File: config.mk
export PLATFORM = sky130hd
export DESIGN_NAME = ex_mopa_unit
export DESIGN_NICKNAME = d
export VERILOG_FILES = /design/src/rtl/ex_mopa_unit.sv
export SDC_FILE = /design/constraint.sdc
export NUM_CORES = 1
export LEC_CHECK = 0
export ABC_AREA = 0
export CAP_MARGIN = 0
export CORE_MARGIN = 2
export CORE_UTILIZATION = 48
export CTS_BUF_LIST = sky130_fd_sc_hd__clkbuf_8 sky130_fd_sc_hd__clkbuf_16
export CTS_CLUSTER_SIZE = 25
export DETAILED_ROUTE_END_ITERATION = 10
export PLACE_DENSITY = 0.73
export SKIP_CTS_REPAIR_TIMING = 1
export SLEW_MARGIN = 20
export SYNTH_ARGS = -nofsm -noshare
export SYNTH_HDL_FRONTEND = slang
export SYNTH_SLANG_ARGS = --single-unit
File: constraint.sdc
create_clock -name clk -period 22.8 [get_ports clk]
set_input_delay 4.56 -clock clk [delete_from_list [all_inputs] [get_ports clk]]
set_output_delay 4.56 -clock clk [all_outputs]
set_load 0.02 [all_outputs]
File: src/rtl/ex_mopa_unit.sv
// ex_mopa_unit: 4x4 signed-int8 outer-product-accumulate, one tile row written per cycle.
// Build option MOPA_SAT_EN: clamp each lane to the signed LANE_W range instead of wrapping.
module ex_mopa_unit #(
    parameter int LANE_W = 8
) (
    input  logic                clk,
    input  logic                rst,
    input  logic                ex_matrix_write_mopa,
    input  logic [1:0]          ex_matrix_index,
    input  logic [4*LANE_W-1:0] ex_regs_data1,
    input  logic [4*LANE_W-1:0] ex_regs_data2,
    input  logic [4*LANE_W-1:0] ex_M [3:0],
    input  logic                mopa_kill,
    output logic                mopa_stall,
    output logic                mopa_busy,
    output logic                mopa_wr_en,
    output logic [1:0]          mopa_wr_index,
    output logic [1:0]          mopa_wr_row,
    output logic [4*LANE_W-1:0] mopa_wr_data,
    output logic                mopa_done,
    output logic                mopa_dbg_state
);
    localparam int ROW_W = 4 * LANE_W;

    typedef enum logic {IDLE = 1'b0, CALC = 1'b1} state_t;

    state_t           state_q, state_d;
    logic [1:0]       row_q, row_d;
    logic [1:0]       idx_q, idx_d;
    logic [ROW_W-1:0] a_q, a_d, b_q, b_d;
    logic [ROW_W-1:0] m_q [3:0];
    logic [ROW_W-1:0] m_d [3:0];
    logic             wr_q, done_q;
    logic [1:0]       wr_row_q, wr_idx_q;
    logic [ROW_W-1:0] data_q, data_d;
    logic             abort, start, calc_d;

    function automatic logic [LANE_W-1:0] mac_lane(input logic signed [LANE_W-1:0] m,
                                                   input logic signed [LANE_W-1:0] a,
                                                   input logic signed [LANE_W-1:0] b);
`ifdef MOPA_SAT_EN
        logic signed [2*LANE_W-1:0] p;
        logic signed [2*LANE_W:0]   s;
        p = a * b;
        s = {{(LANE_W+1){m[LANE_W-1]}}, m} + {p[2*LANE_W-1], p};
        if (s > $signed({{(LANE_W+2){1'b0}}, {(LANE_W-1){1'b1}}}))
            mac_lane = {1'b0, {(LANE_W-1){1'b1}}};
        else if (s < $signed({{(LANE_W+2){1'b1}}, {(LANE_W-1){1'b0}}}))
            mac_lane = {1'b1, {(LANE_W-1){1'b0}}};
        else
            mac_lane = s[LANE_W-1:0];
`else
        logic [LANE_W-1:0] p_lo;
        p_lo     = a * b;
        mac_lane = m + p_lo;
`endif
    endfunction

    // Stall handshake: mopa_stall high means ID/EX must hold; it drops in the row-3 cycle
    // (or on kill/reset) so the next instruction loads at that cycle's closing edge.
    assign abort = mopa_kill || rst;
    assign start = (state_q == IDLE) && ex_matrix_write_mopa && !abort;

    always_comb begin
        state_d = state_q;
        row_d   = row_q;
        idx_d   = idx_q;
        a_d     = a_q;
        b_d     = b_q;
        m_d     = m_q;
        case (state_q)
            IDLE: begin
                if (start) begin
                    state_d = CALC;
                    row_d   = 2'd0;
                    idx_d   = ex_matrix_index;
                    a_d     = ex_regs_data1;
                    b_d     = ex_regs_data2;
                    m_d     = ex_M;
                end
            end
            CALC: begin
                if (abort || row_q == 2'd3) begin
                    state_d = IDLE;
                    row_d   = 2'd0;
                end else begin
                    row_d = row_q + 2'd1;
                end
            end
            default: state_d = IDLE;
        endcase
    end

    // Output row is computed one edge ahead so every write output comes straight from a flop.
    always_comb begin
        calc_d = (state_d == CALC);
        data_d = '0;
        if (calc_d) begin
            for (int c = 0; c < 4; c++) begin
                data_d[c*LANE_W +: LANE_W] = mac_lane(m_d[row_d][c*LANE_W +: LANE_W],
                                                      a_d[row_d*LANE_W +: LANE_W],
                                                      b_d[c*LANE_W +: LANE_W]);
            end
        end
    end

    always_ff @(posedge clk) begin
        if (rst) begin
            state_q  <= IDLE;
            row_q    <= 2'd0;
            idx_q    <= 2'd0;
            a_q      <= '0;
            b_q      <= '0;
            for (int r = 0; r < 4; r++) m_q[r] <= '0;
            wr_q     <= 1'b0;
            done_q   <= 1'b0;
            wr_row_q <= 2'd0;
            wr_idx_q <= 2'd0;
            data_q   <= '0;
        end else begin
            state_q  <= state_d;
            row_q    <= row_d;
            idx_q    <= idx_d;
            a_q      <= a_d;
            b_q      <= b_d;
            m_q      <= m_d;
            wr_q     <= calc_d;
            done_q   <= calc_d && (row_d == 2'd3);
            wr_row_q <= calc_d ? row_d : 2'd0;
            wr_idx_q <= calc_d ? idx_d : 2'd0;
            data_q   <= data_d;
        end
    end

    // A kill or reset cancels the pending write/done strobe in the same cycle.
    assign mopa_stall     = start || ((state_q == CALC) && (row_q != 2'd3) && !abort);
    assign mopa_busy      = (state_q == CALC);
    assign mopa_wr_en     = wr_q && !abort;
    assign mopa_done      = done_q && !abort;
    assign mopa_wr_index  = wr_idx_q;
    assign mopa_wr_row    = wr_row_q;
    assign mopa_wr_data   = data_q;
    assign mopa_dbg_state = state_q;

endmodule

**Word level (Yosys, flattened, before mapping)**

Index checks and enable logic that the tools add are counted.

- Register bits after elaboration: 234
- Input port bits: 198
- Output and inout port bits: 41
- Word-level logic and storage cells: 57

- Add/subtract/negate cells: 5
- $mul: 4
- Order comparisons: 1
- Eq/ne operators: 3
- Shifts and indexed selects: 1
- Mux-type cells: 16
- Bitwise gates (word level): 2
- Reductions and logical operators: 12

Operator list:

| kind | count |
|---|---|
| 128-bit 2-to-1 mux | 2 |
| 32-bit 2-to-1 mux | 5 |
| 32-bit binary-select mux with 2-bit select | 1 |
| 8-bit adder | 4 |
| 8-bit by 8-bit multiplier with 8-bit output | 4 |
| 32-bit by 6-bit variable part select with 8-bit output | 1 |
| 2-bit 2-to-1 mux | 4 |
| 1-bit logical AND | 7 |
| 2-bit == test, second input constant | 2 |
| 2-bit case mux with 2 select lines | 1 |
| 1-bit logical OR | 3 |
| 2-bit by 3-bit < comparator with 1-bit output, second input constant | 1 |
| 2-bit by 1-bit adder with 2-bit output, second input constant | 1 |
| 1-bit 2-to-1 mux | 2 |
| 2-bit inequality test, second input constant | 1 |
| 1-bit inverter | 2 |
| 1-bit case mux with 2 select lines | 1 |
| 2-bit OR reduction | 1 |
| 1-bit zero test | 1 |

**Logic depth before layout (Yosys ltp)**

Gate-level depths: netlist of the first run.

- Depth in word-level cells: 8
- Gate-level depth with buffers: 29
- Depth with buffers taken out: 23

**Least setup slack after synthesis of the first run**

OpenSTA, ideal clock, no wires.

- Path type: input to register
- From: input port mopa_kill
- To: register data_q[7] (netlist: mopa_wr_data[7])
- Library setup time: 0.128 ns
- Data arrival time: 10.662 ns
- Required time: 22.672 ns
- Setup slack: 12.010 ns
- Cell stages on the path: 27
- Path buffers: 8
- Path through: buf_2 or4b_1 clkbuf_1 buf_4 buf_2 buf_2 buf_2 buf_2 buf_1 nor2_1 a311oi_1 a31oi_1 fa_1 inv_1 fa_1 inv_1 fa_1 inv_1 fa_1 ha_1 ha_1 a21oi_1 xnor2_1 xnor2_1 xnor3_1 xnor3_1 nor2_1

- Cells in the longest elaborated chain, start to end: 8
- Elaborated cells on any way between the ends: 23
- Those cells by class: 1 x add/sub; 1 x mul; 1 x shift; 14 x mux; 1 x bitwise; 5 x reduce/logical

Ends and longest elaborated chain:

| item | line | source |
|---|---|---|
| start: declaration | 13 | `input logic mopa_kill,` |
| 1-bit logical OR * | 61 | `assign abort = mopa_kill \|\| rst;` |
| 1-bit zero test | 62 | `assign start = (state_q == IDLE) && ex_matrix_write_mopa && !abort;` |
| 1-bit logical AND | 62 |  |
| 2-bit 2-to-1 mux (tied with other cells) | 73 | `if (start) begin` |
| 2-bit case mux with 2 select lines (tied with other cells) | 71 | `case (state_q)` |
| 32-bit by 6-bit variable part select with 8-bit output / 32-bit binary-select mux with 2-bit select (equally long branches) | 101, 100 |  |
| 8-bit by 8-bit multiplier with 8-bit output / 32-bit 2-to-1 mux (equally long branches) | n/a |  |
| 8-bit adder | 55 | `mac_lane = m + p_lo;` |
| end signal: assignment | 131 | `data_q <= data_d;` |
| end: declaration | 35 | `logic [ROW_W-1:0] data_q, data_d;` |

Every way passes the cells marked *; elsewhere a longest branch is shown, timed or not. The select of a mux whose other input is x is not followed.
A chain may end at the register's enable or synchronous reset.

**Final worst setup path of the first run**

- From: input port rst
- To: register data_q[23] (netlist: mopa_wr_data[23])

- Cells in the longest elaborated chain, start to end: 8
- Elaborated cells on any way between the ends: 23
- Those cells by class: 1 x add/sub; 1 x mul; 1 x shift; 14 x mux; 1 x bitwise; 5 x reduce/logical

Ends and longest elaborated chain:

| item | line | source |
|---|---|---|
| start: declaration | 7 | `input logic rst,` |
| 1-bit logical OR | 61 |  |
| 1-bit zero test | 62 |  |
| 1-bit logical AND | 62 |  |
| 2-bit 2-to-1 mux (tied with other cells) | 73 |  |
| 2-bit case mux with 2 select lines (tied with other cells) | 71 |  |
| 32-bit by 6-bit variable part select with 8-bit output / 32-bit binary-select mux with 2-bit select (equally long branches) | 101, 100 |  |
| 8-bit by 8-bit multiplier with 8-bit output / 32-bit 2-to-1 mux (equally long branches) | n/a |  |
| 8-bit adder | 55 |  |

Parallel ways exist; a longest one is shown, timed or not. The select of a mux whose other input is x is not followed.

==> impl_metrics.json, run 1 <==
{
  "clk_path_buf_depth": 3,
  "track_usage": 0.273,
  "dieHeight_um": 175,
  "first_pass_iters": 5,
  "cpPeakStageDelay_ps": 790,
  "root_buffer": "clkbuf_16",
  "synth_edf_count": 0,
  "r2r_slack_ps": 15220,
  "htree_levels": 1,
  "ys.flop_type": "dfxtp_1",
  "min_from": "a_q[8]",
  "crit_path_start_kind": "input pin",
  "grt_max_degree": 191,
  "syn_to_final_growth_pct": 24.1,
  "async_reset_ff_frac": 0,
  "drt_iter0_drc": 1057,
  "dp_cells": 2263,
  "fin_ws_ps": 11270,
  "rsz0062_at_grt": "false",
  "start_util": 0.490,
  "final_nets": 2259,
  "cts_made_buffers": 27,
  "reg2reg_from": "row_q[0]",
  "synth_nets": 2084,
  "ys_warn_count": 0,
  "clock_latency_ps": 570,
  "critPathKind": "in2reg",
  "setup_viol": 0,
  "antenna_found_initial": 1,
  "worst_slew_pin_slew_ps": 1070,
  "ios": 239,
  "finalNonFillerCells": 2311,
  "tns_ps": 0,
  "fin_crit_ps": 11530,
  "synth_area_per_cell_um2": 8.14,
  "required_ps": 23240,
  "overflow": 0,
  "numPortBuffers": 238,
  "placed_area_um2": 16600,
  "wl_per_cell_um": 18.4,
  "antenna_cells": 0,
  "relSlewSlack": 0.287,
  "arrival_ps": 11970,
  "fin_worst_skew_ps": 24.4,
  "whs_path_depth": 2,
  "drive_above_1_share": 0.0441,
  "maxCapViolations": 0,
  "yosys.area.top_type": "dfxtp_1",
  "die_w_um": 175,
  "cp_max_fo": 190,
  "outcome": "complete, no violations",
  "cts_tree": "yes",
  "r2r_end": "mopa_wr_data[23]",
  "max_freq_mhz": 86.7,
  "synthTopCellsByArea": "dfxtp_1, nand2_1, fa_1",
  "p_leak_nw": 7.60,
  "maxSlewViolCount": 0,
  "hp-class": "reg2reg",
  "ant_nets": 0,
  "peakVddDrop_mv": 0.0532,
  "critPathSlowestCell": "or4b_4",
  "totalWireLength_mm": 42.5,
  "min_to": "a_q[8]",
  "synth.top_cell.area_share": 0.332,
  "yosysUniqueCellTypes": 54,
  "preCtsSetupSlack_ps": 10850,
  "rows": 62,
  "period_share": 0.506,
  "cts_sinks": 234,
  "fillerInstances": 2564,
  "synthCells": 1733,
  "finalHoldViolations": 0,
  "ys_ff_latch": 234,
  "crit_path_end_kind": "register",
  "dr_total_vias": 12500,
  "ys_seq_area_frac": 0.332,
  "vias_per_cell": 5.42,
  "drc": 0,
  "core_area_um2": 28800,
  "clk_pin_slew_worst_paths_ps": 60,
  "power.density_nw_per_um2": 57.3,
  "grt_pass1_wl_mm": 65.6,
  "place_congestion": 0.894,
  "synthesis.area_um2": 14100,
  "power_mw": 1.00,
  "reg2reg_depth": 25,
  "cp_cell_sequence": "buf_6, or4b_4, buf_12, nor2_1, nor2_1, nand2_1, fa_1, inv_1, fa_1, ha_1, inv_1, fa_1, inv_1, ha_1, ha_1, a21o_1, a21oi_1, xnor2_1, xnor2_1, xnor3_1, and2_1",
  "grt_pass1_vias": 12200,
  "die-area_um2": 30800,
  "place_hpwl_mm": 31.2,
  "design_area_um2": 17500
}
## through the flow
step	util	hold WS, ps
final	0.608	454
after global routing	0.608	467
after CTS	0.608	455
after detailed placement	0.578	447
after global placement	0.578	442
after floorplan	-	436
## state kept, by name, indices dropped and copies added, names as in the netlist, 2 cells and up
| register | cells |
|---|---|
| a_q | 32 |
| mopa_wr_data | 32 |
| row_q | 2 |
| m_q | 128 |
| b_q | 32 |
| idx_q | 2 |
| mopa_wr_index | 2 |
| mopa_wr_row | 2 |
## layer usage
layer,up-vias,GRT usage,routed length (um)
met2,497,0.439,19500
met5,-,0.00481,12
met1,5987,0.366,18000
met4,2,0.112,1810
li1,5944,-,-
met3,95,0.0426,3210
## kinds of logic (layout without fill, tap and decap cells)
family	count (synthesis)	in the layout	synth area share
compound gates	234	234	0.108
xor+xnor	61	61	0.0487
fa+ha+maj	153	153	0.174
buf+inv	238	432	0.0677
flops	234	234	0.332
mux	81	81	0.0577
simple gates	732	732	0.211
## layout make-up
| type | instances | area, um2 | share of cell area |
|---|---|---|---|
| clock buffer | 35 | 786 | 0.0449 |
| clock inverter | 13 | 77.6 | 0.00443 |
| inverter | 129 | 484 | 0.0277 |
| multi-input combinational | 1261 | 8470 | 0.484 |
| sequential | 234 | 4680 | 0.268 |
| tap | 384 | 480 | 0.0274 |
| timing repair buffer | 255 | 2520 | 0.144 |
## cell usage after synthesis, drive strengths merged (2+ instances only)
master	n
o21ai	12
nand2	465
ha	81
o221ai	17
buf	42
xnor3	10
a211oi	4
xor2	5
a311oi	20
nor3	10
nor4b	2
fa	72
nor2b	4
nand3	18
mux2i	79
mux2	2
nor3b	2
a21oi	130
dfxtp	234
o211ai	15
nor2	183
inv	129
a21o	4
xnor2	45
a22o	2
a31oi	22
clkbuf	67
or3	2
a22oi	2
or4b	2
and2	36
nand3b	3
## report_power, final
group / internal (mW) / switching [mW]
combinational: 0.0718 / 0.0864
clock: 0.241 / 0.176
sequential: 0.422 / 0.00522
total: 0.735 / 0.268
## critical path, delay by kind of cell
kind | cells | cell delay (ps)
AOI/OAI and AO/OA | 2 | 460
xor gates and xnor gates | 3 | 790
adders and majority gates | 6 | 2380
buffers and inverters | 5 | 1410
and+or+nand+nor | 5 | 2150
## cells in the final DEF (no fill, tap or decap), types with 5 or more instances in the layout
master,n
a21oi_1,130
a311oi_1,20
a31oi_1,22
and2_1,36
buf_4,16
clkbuf_16,27
clkbuf_8,8
clkdlybuf4s50_1,237
dfxtp_1,234
fa_1,72
ha_1,81
inv_1,135
mux2i_1,79
nand2_1,464
nand3_1,18
nor2_1,183
nor3_1,10
o211ai_1,9
o211ai_2,5
o21ai_0,12
o221ai_1,17
xnor2_1,45
xnor3_1,10
xor2_1,5
## how the worst max path moves through the flow
stage / startpoint / to / slack (ps)
3_5_place_dp: rst / mopa_wr_data[7] / 10850
4_1_cts: mopa_kill / mopa_stall / 11360
2_1_floorplan: mopa_kill / mopa_wr_data[7] / 12010
6_report: rst / mopa_wr_data[23] / 11270
3_3_place_gp: rst / mopa_wr_data[7] / 10970
5_1_grt: rst / mopa_wr_data[7] / 10900
No activity file was read; power rests on OpenSTA's default activity.
==> run 2, diff against run 1 <==
Clock period 22.8 ns to 10.62 ns, I/O delays scaled along.
==> run 2 against run 1 <==
Via count shrank 1.8%. Worst hold slack is essentially flat. Highest routed layer unchanged. Clock skew shrank 3.9 ps. Cell count grew 0.30%. Sequential power grew 110%. Register-to-register slack lost 12000 ps. Clock power grew 120%. Core utilization grew 0.30 points. Largest power group is now the clock network. Sequential share of layout area shrank 0.13 points.
==> impl_metrics.json, run 2 (synthesis gave the netlist of run 1 again) <==
{
  "crit_path_end_kind": "register",
  "r2r_slack_ps": 3070,
  "largest_register_ffs": 128,
  "ant_nets": 0,
  "preCtsSetupSlack_ps": 1380,
  "p_leak_nw": 7.64,
  "power.density_nw_per_um2": 124,
  "htree_levels": 1,
  "syn_to_final_growth_pct": 24.8,
  "fin_ws_ps": 1890,
  "p_sw_frac": 0.261,
  "core_area_um2": 28800,
  "rows": 62,
  "cp_max_fo": 21,
  "setup_viol": 0,
  "clk_path_buf_depth": 3,
  "fin_worst_skew_ps": 20.5,
  "top_register": "m_q",
  "ios": 239,
  "drive_above_1_share": 0.0471,
  "placed_area_um2": 16700,
  "period_share": 0.822,
  "dr_total_vias": 12300,
  "seq_area_um2": 4680,
  "relSlewSlack": 0.256,
  "worst_slew_pin_slew_ps": 1120,
  "tns_ps": 0,
  "cpPeakStageDelay_ps": 890,
  "die-area_um2": 30800,
  "root_buffer": "clkbuf_16",
  "fillerInstances": 2518,
  "critPathBufInv": 5,
  "cts_tree": "yes",
  "fin_crit_ps": 8730,
  "design_area_um2": 17600,
  "dieHeight_um": 175,
  "rsz0062_at_grt": "false",
  "maxSlewViolCount": 0,
  "clk_pin_slew_worst_paths_ps": 70,
  "cts_sinks": 234,
  "drt_iter0_drc": 907,
  "max_freq_mhz": 115,
  "p_int_mw": 1.61,
  "drc": 0,
  "totalWireLength_mm": 42.4,
  "outcome": "complete, no violations",
  "vias_per_cell": 5.31,
  "critPathSlowestCell": "or4b_1",
  "crit_path_start_kind": "input pin",
  "place_hpwl_mm": 31.7,
  "finalHoldViolations": 0,
  "numPortBuffers": 238,
  "maxCapViolations": 0,
  "netSwitchingPower_mw": 0.570,
  "cts_made_buffers": 26,
  "die_w_um": 175,
  "start_util": 0.490,
  "grt_pass1_wl_mm": 65.6,
  "critPathKind": "in2reg",
  "place_congestion": 0.899,
  "final_util": 0.611,
  "overflow": 0,
  "wl_per_cell_um": 18.3,
  "cp_cell_sequence": "clkdlybuf4s50_1, or4b_1, o22a_2, o211ai_2, nand2_1, nor2_1, buf_4, nand2_1, fa_1, fa_1, inv_1, ha_1, inv_1, fa_1, inv_1, ha_1, ha_1, a21o_1, a21oi_1, xnor2_1, xnor2_1, xnor3_1, xnor3_1, nor2_1",
  "multi_input_area_um2": 8470,
  "peakVddDrop_mv": 0.114,
  "seqPwrFrac": 0.420,
  "crit_family": "adder cells",
  "layout_common_cells": "nand2_1, clkdlybuf4s50_1, dfxtp_1",
  "grt_max_degree": 165,
  "arrival_ps": 9160,
  "p_comb_frac": 0.154,
  "antenna_found_initial": 4,
  "required_ps": 11050,
  "grt_pass1_vias": 12300,
  "track_usage": 0.272,
  "final_common_cell": "nand2_1",
  "hp-class": "reg2reg",
  "clock_latency_ps": 540,
  "first_pass_iters": 5,
  "final_nets": 2262,
  "clkPwrFrac": 0.426
}
## run 2: cell types whose count changed in the layout (fill, tap and decap cells not counted), sizes merged
cell and change:
bufinv +3, diode +3, buf +4, inv -3
clkinv +5, clkinvlp -1, clkbuf -4
## run 2: final timing paths
check | from | to | cells past startpoint
min reg2reg | m_q[100] | m_q[100] | 2
max | mopa_kill | mopa_wr_data[7] | 24
min | m_q[100] | m_q[100] | 2
max reg2reg | row_q[0] | mopa_wr_data[15] | 19
## run 2: cell type report
cell class	instances	share of cell area
multi-input combinational	1261	0.481
tap	384	0.0273
sequential	234	0.266
timing repair buffer	259	0.147
clock inverter	17	0.00960
antenna	3	0.000427
inverter	129	0.0275
clock buffer	31	0.0409
## run 2: power groups by stage
stage	logic, mW	clock network (mW)	registers [mW]
final	0.337	0.930	0.917
after global routing	0.369	0.977	0.920
after CTS	0.337	0.942	0.917
after detailed placement	0.335	0	0.936
after global placement	0.330	0	0.935
after floorplan	0.179	0	0.937
## run 2: metrics by stage
stage,hold slack [ps],total power [mW],std cells
after floorplan,436,1.12,1733
after global placement,442,1.27,2267
after detailed placement,447,1.27,2267
after CTS,455,2.20,2315
after global routing,469,2.27,2315
final,455,2.18,2318
## run 2: metal layers
| layer | part of all wire | vias to the layer above | GRT usage | wire [um] |
|---|---|---|---|---|
| met5 | 0.00059 | - | 0 | 25 |
| met4 | 0.042 | 4 | 0.113 | 1780 |
| met3 | 0.079 | 94 | 0.0665 | 3340 |
| met2 | 0.46 | 399 | 0.451 | 19600 |
| met1 | 0.42 | 5843 | 0.340 | 17600 |
| li1 | - | 5960 | - | - |
## run 2: worst register-to-register path, delay by kind of cell (launching register included)
kind	cells	cell delay, ps
compound gates	4	1360
xor+xnor	4	990
fa+ha+maj	7	2930
buf+inv	2	650
flops	1	850
simple gates	2	650
